[src/rtl/contador_regressivo_pkg.sv]
// contador_regressivo_pkg: shared FSM encoding and prescaler width helper
package contador_regressivo_pkg;
  typedef enum logic {ST_COUNT = 1'b0, ST_HALT = 1'b1} state_t;
  function automatic int clog2(input int v);
    for (int r = 0; r < 31; r++)
      if ((1 << r) >= v) return r;
    return 31;
  endfunction
endpackage

[src/rtl/contador_regressivo_if.sv]
// contador_regressivo_if: control and status bundle of the down-counter
interface contador_regressivo_if #(parameter int WIDTH = 3);
  logic             enable;
  logic             load;
  logic [WIDTH-1:0] load_value;
  logic             one_shot;
  logic [WIDTH-1:0] S;
  logic             tc;
  logic             done;
  modport master(output enable, load, load_value, one_shot, input S, tc, done);
  modport slave(input enable, load, load_value, one_shot, output S, tc, done);
endinterface

[src/rtl/contador_regressivo_divisor_tick.sv]
// divisor_tick: prescaler that emits one tick every PRESCALE enabled cycles
module divisor_tick import contador_regressivo_pkg::*; #(
  parameter int PRESCALE = 1
) (
  input  logic clock,
  input  logic reset,
  input  logic clear,
  input  logic enable,
  output logic tick
);
  localparam int PW = clog2(PRESCALE) > 0 ? clog2(PRESCALE) : 1;
  localparam logic [PW-1:0] LAST = PW'(PRESCALE - 1);
  logic [PW-1:0] pcnt_q, pcnt_d;
  assign tick = enable && pcnt_q == LAST;
  always_comb pcnt_d = clear ? '0 : !enable ? pcnt_q : tick ? '0 : pcnt_q + PW'(1);
  always_ff @(posedge clock or posedge reset)
    if (reset) pcnt_q <= '0;
    else pcnt_q <= pcnt_d;
endmodule

[src/rtl/contador_regressivo.sv]
// contador_regressivo: loadable modulo down-counter with wrap or one-shot halt
module contador_regressivo import contador_regressivo_pkg::*; #(
  parameter int WIDTH    = 3,
  parameter int MAX      = 4,
  parameter int PRESCALE = 1
) (
  input logic            clock,
  input logic            reset,
  contador_regressivo_if.slave bus
);
  localparam logic [WIDTH-1:0] MAXV = WIDTH'(MAX);
  localparam logic [WIDTH-1:0] ONE  = WIDTH'(1);
  state_t           state_q, state_d;
  logic [WIDTH-1:0] s_q, s_d;
  logic             tc_q, tc_d, done_q, done_d, tick;
  divisor_tick #(.PRESCALE(PRESCALE)) u_div (
    .clock, .reset, .clear(bus.load), .enable(bus.enable && state_q == ST_COUNT), .tick
  );
  always_comb begin
    s_d = s_q;
    state_d = state_q;
    tc_d = 1'b0;
    done_d = done_q;
    if (bus.load) begin
      s_d = bus.load_value > MAXV ? MAXV : bus.load_value;
      state_d = ST_COUNT;
      done_d = 1'b0;
    end else if (tick) begin
      // from 0 only a wrap restarts at MAX; one-shot keeps 0 and halts
      s_d = s_q > ONE ? s_q - ONE : (s_q == ONE || bus.one_shot) ? '0 : MAXV;
      tc_d = s_q == ONE;
      if (s_q <= ONE && bus.one_shot) begin
        state_d = ST_HALT;
        done_d = 1'b1;
      end
    end
  end
  always_ff @(posedge clock or posedge reset)
    if (reset) begin
      s_q <= MAXV;
      state_q <= ST_COUNT;
      tc_q <= 1'b0;
      done_q <= 1'b0;
    end else begin
      s_q <= s_d;
      state_q <= state_d;
      tc_q <= tc_d;
      done_q <= done_d;
    end
  assign bus.S = s_q;
  assign bus.tc = tc_q;
  assign bus.done = done_q;
endmodule

[src/flat_wrapper.sv]
// flat-port wrapper written by rule: the top's interface ports become plain ports
module contador_regressivo_flat import contador_regressivo_pkg::*;
#(
  parameter int WIDTH    = 3,
  parameter int MAX      = 4,
  parameter int PRESCALE = 1
)
  (clock, reset, bus_enable, bus_load, bus_load_value, bus_one_shot, bus_S, bus_tc, bus_done);
  contador_regressivo_if #(.WIDTH(WIDTH)) bus_i ();
  input logic clock;
  input logic reset;
  input wire logic [$bits(bus_i.enable)-1:0] bus_enable;
  input wire logic [$bits(bus_i.load)-1:0] bus_load;
  input wire logic [$bits(bus_i.load_value)-1:0] bus_load_value;
  input wire logic [$bits(bus_i.one_shot)-1:0] bus_one_shot;
  output wire logic [$bits(bus_i.S)-1:0] bus_S;
  output wire logic [$bits(bus_i.tc)-1:0] bus_tc;
  output wire logic [$bits(bus_i.done)-1:0] bus_done;
  assign bus_i.enable = bus_enable;
  assign bus_i.load = bus_load;
  assign bus_i.load_value = bus_load_value;
  assign bus_i.one_shot = bus_one_shot;
  assign bus_S = bus_i.S;
  assign bus_tc = bus_i.tc;
  assign bus_done = bus_i.done;
  contador_regressivo #(.WIDTH(WIDTH), .MAX(MAX), .PRESCALE(PRESCALE)) u_core (.clock(clock), .reset(reset), .bus(bus_i));
endmodule
[config.mk]
export PLATFORM = sky130hd
export DESIGN_NAME = contador_regressivo_flat
export DESIGN_NICKNAME = d
export VERILOG_FILES = /design/src/rtl/contador_regressivo_pkg.sv /design/src/rtl/contador_regressivo_if.sv /design/src/rtl/contador_regressivo_divisor_tick.sv /design/src/rtl/contador_regressivo.sv /design/src/flat_wrapper.sv
export SDC_FILE = /design/constraint.sdc
export NUM_CORES = 1
export LEC_CHECK = 0
export CAP_MARGIN = 20
export CORE_AREA = 2 2 39 41
export DETAILED_ROUTE_END_ITERATION = 10
export DIE_AREA = 0 0 41 43
export GPL_TIMING_DRIVEN = 0
export PLACE_DENSITY_LB_ADDON = 0.05
export SYNTH_ARGS = -nofsm -noshare
export SYNTH_HDL_FRONTEND = slang
export SYNTH_SLANG_ARGS = --single-unit
[constraint.sdc]
create_clock -name clock -period 1.54 [get_ports clock]
set_input_delay 0.154 -clock clock [delete_from_list [all_inputs] [get_ports clock]]
set_output_delay 0.154 -clock clock [all_outputs]
set_load 0.005 [all_outputs]
==> summary.txt, run 1 <==
Detailed routing
  • Vias per cell: roughly 4.7
  • DRC viols: 0
  • Drt pass-1 iters: 2
  • Detailed-route via count: 360
  • Detail Route Antenna Nets: 0
  • DR WL/cell: around 11 um
  • Drt total wl: roughly 870 um
  • Iteration-0 DRC Markers: 6

Clock tree
  • CTS Buf Count: 3
  • Clk sinks: 6
  • H-tree depth: 1
  • Clock latency on the worst-skew pair: 0.24 ns
  • Clock Root Buffer: clkbuf_4
  • Reg clk slew, reported paths: approximately 0.040 ns
  • Longest Clk Path Bufs: 2
  • CTS tree: built
  • CTS Hold Bufs: 0

Place
  • Placed cell area: 495 um^2
  • Placer Congestion: around 0.65
  • Number of port buffers: 11
  • Hpwl dp: 631 um
  • Pre-CTS setup slack: -0.274 ns

Critical path
  • Critical R2R Capture: u_core.bus.S[2]
  • Worst r2r path cells: 3
  • CP max stage delay: between 0.5 and 0.6 ns
  • Worst Setup End Kind: primary output
  • Worst Setup SP: u_core.bus.S[2]
  • Crit Path Class: reg -> out
  • Top delay family on crit path: flip-flops
  • Critical path buffer and inverter count: 1
  • Crit-path slowest cell: dfstp_2
  • Worst path cell trace: clkdlybuf4s50_1
  • Startpoint types: flip-flop
  • CP Max Fanout: 6
  • R2R Path Start: u_core.bus.S[1]
  • R2r setup slk: approximately 0.080 ns
  • Worst Path Required: 1.39 ns
  • Arr. time, crit path: 1.33 ns

GRT
  • Vias in the first global route: ~330
  • First-pass GRT wire length: approximately 1300 um
  • Met3 usage in global routing: between 1.5 and 2%
  • Gr ovfl total: 0
  • GR peak layer: met2
  • Largest net degree at the start of global routing: 10
  • Met2 usage: around 16%
  • Met1 GRT Util: ~15%
  • Antenna violations before repair: 0
  • Total Routing Usage GR: 11.5%

STA
  • Tightest Pin Transition: around 0.34 ns
  • Slew HR: between 70 and 80%
  • Setup Skew: roughly 0.0032 ns
  • Minimum clock period: between 1 and 1.5 ns
  • RSZ-0062 raised after global routing: no
  • Setup TNS: 0 ns
  • Final worst-path cycle share: approximately 96%
  • Max-slew violation count: 0
  • Final WS setup: ~0.058 ns
  • Achievable Freq: about 0.67 GHz
  • Final hold viol count: 0
  • Number of setup violations in the final report: 0

Job
  • Max Cap Viol: 0

Synth
  • Number of synthesized flops with an enable pin: 0
  • Syn Inst Count: 39
  • Synth area leaders: dfrtp_1, a21oi_1, dfstp_2, inv_1, nor4b_1
  • FF+latch count, synth: 6
  • Most frequent cell after synthesis: inv_1
  • Proportion of netlist area held by the largest area contributor: between 30% and 40%
  • Dominant cell type by area after synthesis: dfrtp_1
  • Synth Area per Inst: between 9 and 10 um^2
  • Asr flop ratio synth: between 90% and 100%
  • Post-synth top cells: inv_1, a21oi_1, dfrtp_1
  • Synth unique cells: 17
  • Register area share after synthesis: ~41%
  • Main flop type after synthesis: dfrtp_1
  • Synthesized area: roughly 370 um^2
  • Synth warn: 0
  • Syn_nets: about 50

Final layout
  • Final Net Count: 71
  • Layout cells sized above 1: about 28%
  • Design area: around 580 um^2
  • # diodes: 0
  • Area grow syn2layout: 58.9%

Floorplan
  • Starting Density: about a quarter
  • Vert. Die Dim: around 43 um
  • Die area: around 1800 um^2
  • Boundary Pins: 13
  • CORE AREA: roughly 1400 um^2
  • Die width: 41 um
  • Row Count: 14

Worst hold path
  • Worst hold path type: in -> async

Power and ir drop
  • Power, Total: around 0.48 mW
  • Worst IR Drop VDD: around 0.40 mV
  • Pwr dens: a little over 800 nW/um^2
  • Leak: between 0.2 and 0.25 nW

Outcome
  • Status: completed
report_power, final:
part / internal (mW) / total [mW] / leakage, nW / switching [mW]
Clock: 0.0979 / 0.150 / 0.0150 / 0.0522
Combinational: 0.0820 / 0.134 / 0.150 / 0.0523
Sequential: 0.174 / 0.193 / 0.0740 / 0.0189
Total: 0.354 / 0.477 / 0.239 / 0.123
worst max-delay path by stage:
stage                     depth (start not counted)              end  slack, ns
final                                             1         bus_S[2]       0.06
after global routing                              3  u_core.bus.S[2]       0.01
after CTS                                         5  u_core.bus.S[2]       0.02
after detailed placement                          4  u_core.bus.S[2]      -0.27
after global placement                            4  u_core.bus.S[2]      -0.26
after floorplan                                   3  u_core.bus.S[2]       0.12
routing by layer:
layer | share of wire [%] | up-vias
li1 | - | 184
met4 | 0 | 0
met2 | 54 | 6
met3 | 3.1 | 0
met1 | 43 | 170
met5 | 0 | -
cells in the final DEF, fill, tap and decap left out, drive strengths merged:
cell type,count
or3,2
or3b,1
a21oi,6
a211oi,1
o21ba,1
clkbuf,5
ha,2
inv,7
a21boi,2
dlygate4sd2,1
a2111o,1
a32oi,1
dfrtp,5
buf,6
o21ai,3
nor4b,3
nand2,1
nand3b,1
clkdlybuf4s50,10
dfstp,1
timing repair:
| action | CTS | global route |
|---|---|---|
| resized for setup | 1 | 7 |
| setup endpoints to repair | 1 | 3 |
| setup buffers | 2 | 4 |
| pin swaps | 1 | 2 |
| endpoints found under the hold margin | 0 | 0 |
logic make-up (layout without fill, tap and decap cells):
logic type / Yosys count / after routing / share of synthesized area [%]
fa+ha+maj: 2 / 2 / 6.85
simple gates: 8 / 8 / 16.8
buf+inv: 8 / 29 / 8.22
flops: 6 / 6 / 41.4
compound gates: 15 / 15 / 26.7
through the flow:
step                util (%)  std cells  hold slack (ns)
floorplan                  -         39          -0.0558
global placement        35.8         66            0.369
detailed placement      35.8         66            0.376
finish                  42.0         76            0.115
CTS                     38.7         72            0.115
global route            42.0         76            0.157
sequential cells by signal, summed over array words and instances (netlist names):
register	cells
u_core.bus.S	3
u_core.bus.tc	1
u_core.u_div.pcnt_q	1
u_core.state_q	1
area by class of cell:
cell class / instances / area [um^2]
Timing Repair Buffer: 17 / 154
Tap cell: 16 / 20.0
Sequential cell: 6 / 154
Fill cell: 143 / 803
Inverter: 7 / 26.3
Multi-Input combinational cell: 25 / 196
Buffer: 1 / 3.75
Clock buffer: 4 / 26.3
No activity file was read; power rests on OpenSTA's default activity.
==> run 2, diff against run 1 <==
Settings changed: CELL_PAD_IN_SITES_DETAIL_PLACEMENT from default to 0, CELL_PAD_IN_SITES_GLOBAL_PLACEMENT from default to 1, SYNTH_HIERARCHICAL from default to 1.
==> run 2 against run 1 <==
Net effect: worst hold slack got worse by 0.029 ns; utilization unchanged; maximum frequency up 0.11%; critical endpoint unchanged; highest routed layer is now met4.
==> summary.txt, run 2 <==
STA
  • Achievable Freq: between 0.6 and 0.7 GHz
  • Max-slew violation count: 0
  • Minimum clock period: roughly 1.5 ns
  • Number of setup violations in the final report: 0
  • Final WS setup: roughly 0.060 ns
  • Setup TNS: 0 ns
  • RSZ-0062 raised after global routing: no
  • Final worst-path cycle share: about 96%
  • Final hold viol count: 0
  • Setup Skew: 0.00662 ns
  • Tightest Pin Transition: approximately 0.18 ns
  • Slew HR: between 80 and 90%

Critical path
  • Crit-path slowest cell: dfstp_2
  • Worst Setup End Kind: primary output
  • CP max stage delay: roughly 0.58 ns
  • Worst Path Required: between 1 and 1.5 ns
  • R2r setup slk: 0.09 ns
  • Arr. time, crit path: approximately 1.3 ns
  • Worst r2r path cells: 5
  • CP Max Fanout: 7
  • Critical path depth: 1
  • Worst Setup SP: u_core/bus.S[2]
  • Worst setup path endpoint: bus_S[2]
  • R2R Path Start: u_core/bus.S[1]
  • Startpoint types: flip-flop
  • Critical path buffer and inverter count: 1
  • Worst path cell trace: clkdlybuf4s50_1
  • Critical R2R Capture: u_core/bus.done
  • Top delay family on crit path: flip-flops
  • Crit Path Class: reg -> out

Clock tree
  • H-tree depth: 1
  • Reg clk slew, reported paths: approximately 0.040 ns
  • Clock latency on the worst-skew pair: 0.24 ns
  • CTS Buf Count: 3
  • Clock Root Buffer: clkbuf_4
  • Clk sinks: 6
  • CTS tree: built
  • CTS Hold Bufs: 0
  • Longest Clk Path Bufs: 2

Synth
  • Number of synthesized flops with an enable pin: 0
  • Synth area leaders: dfrtp_1, inv_1, dfstp_2, ha_1, a21oi_1
  • Synthesized area: between 300 and 400 um^2
  • Proportion of netlist area held by the largest area contributor: 32.5%
  • Dominant cell type by area after synthesis: dfrtp_1
  • Syn_nets: 52
  • Post-synth top cells: inv_1, dfrtp_1, a21oi_1
  • Synth Area per Inst: ~9.2 um^2
  • Syn Inst Count: 42
  • Synth warn: 6
  • FF+latch count, synth: 6
  • Main flop type after synthesis: dfrtp_1
  • Synth unique cells: 21
  • Most frequent cell after synthesis: inv_1
  • Register area share after synthesis: roughly two fifths
  • Asr flop ratio synth: between 90% and 100%

GRT
  • Total Routing Usage GR: a little over an eighth
  • Gr ovfl total: 0
  • First-pass GRT wire length: 1500 um
  • Largest net degree at the start of global routing: 10
  • Vias in the first global route: 330
  • Antenna violations before repair: 0

Final layout
  • Final Net Count: 72
  • Final Util: a little over two fifths
  • Fillers: roughly 150
  • Most common cell after layout, fill and taps aside: clkdlybuf4s50_1
  • Most frequent cells in the layout: clkdlybuf4s50_1, inv_1, dfrtp_1
  • # diodes: 0
  • Final Non-Filler Cells: 77
  • Sequential Area: 151 um^2
  • Max reg flops: 3
  • Multi-input logic area: a little over 200 um^2
  • Layout cells sized above 1: around a quarter
  • Area grow syn2layout: 50.6%

Place
  • Placer Congestion: approximately 0.72
  • Hpwl dp: 701 um
  • Pre-CTS setup slack: -0.0906 ns
  • Number of port buffers: 12
  • Placed cells: 70

Detailed routing
  • Drt total wl: 919 um
  • DR WL/cell: roughly 12 um
  • Iteration-0 DRC Markers: 16
  • Drt pass-1 iters: 4
  • Vias per cell: between 4 and 5
  • Detailed-route via count: approximately 370
  • DRC viols: 0
  • Detail Route Antenna Nets: 0

Outcome
  • Status: completed

Floorplan
  • Die area: ~1800 um^2
  • CORE AREA: between 1000 and 1500 um^2
  • Row Count: 14
  • Vert. Die Dim: ~43 um
  • Starting Density: around 28%
  • Boundary Pins: 13
  • Die width: around 41 um

Job
  • Max Cap Viol: 0

Power and ir drop
  • Worst IR Drop VDD: ~0.25 mV
  • Pwr dens: around 910 nW/um^2
  • Leak: approximately 0.25 nW

Worst hold path
  • Worst hold path type: in -> async
==> run 2: changes by cell type after synthesis, sizes merged, moves of 2 or more <==
cell,change
nor3,+2
a22oi,+2
a21oi,-3
nor4b,-3
o21ai,-2
nor2b,+2
nand2b,+2
nor3b,+2
a21boi,-2
o211ai,+2
a31oi,+2
==> run 2: metal layers <==
| layer | share of wire [%] | GRT usage [%] |
|---|---|---|
| met1 | 41 | 16.1 |
| met5 | 0 | 0 |
| met3 | 6.3 | 4.71 |
| met2 | 51 | 18.8 |
| met4 | 1.4 | 8.00 |
==> run 2: cell type report <==
cell class                      instances  area share [%]
Buffer                                  1           0.862
Clock buffer                            4            4.53
Inverter                                8            5.17
Multi-Input combinational cell         27            35.3
Sequential cell                         6            26.1
Tap cell                               16            3.45
Timing Repair Buffer                   15            24.6
==> run 2: how the worst min path moves through the flow <==
stage	to	slack [ns]	cells past startpoint
2_1_floorplan	u_core/u_div/pcnt_q	-0.12	1
3_3_place_gp	u_core/u_div/pcnt_q	0.32	2
3_5_place_dp	u_core/u_div/pcnt_q	0.34	2
4_1_cts	u_core/u_div/pcnt_q	0.08	2
5_1_grt	u_core/u_div/pcnt_q	0.07	2
6_report	u_core/u_div/pcnt_q	0.09	2
==> run 2: cell families (layout without fill, tap and decap cells) <==
group | Yosys count | count (layout) | synth area share (%)
and+or+nand+nor | 13 | 13 | 22.4
adders and majority gates | 2 | 2 | 6.49
DFF | 6 | 6 | 39.3
buffers and inverters | 9 | 28 | 9.09
muxes | 1 | 1 | 3.89
AOI/OAI and AO/OA | 11 | 11 | 18.8
==> run 2: power breakdown <==
part / internal, mW / total, mW / leakage (nW) / switching (mW)
sequential: 0.179 / 0.201 / 0.0761 / 0.0218
combinational: 0.105 / 0.175 / 0.163 / 0.0701
clock: 0.0978 / 0.150 / 0.0150 / 0.0521
total: 0.382 / 0.526 / 0.254 / 0.144
==> run 2: what timing repair did <==
item | CTS | global route
gates resized for setup | 0 | 3
setup endpoints to repair | 0 | 2
setup buffers | 0 | 3
==> run 2: stage by stage <==
stage	instance area [um^2]	total power [mW]	hold WS, ns
final	581	0.526	0.0861
after global routing	581	0.572	0.0722
after CTS	552	0.505	0.0840
after detailed placement	526	0.354	0.335
after global placement	526	0.350	0.322
after floorplan	385	0.279	-0.117
==> run 3, diff against run 2 <==
Settings changed: HOLD_SLACK_MARGIN from default to 0.06.
==> results of run 3 <==
No change in the layout: final DEF, timing and power equal those of run 2.
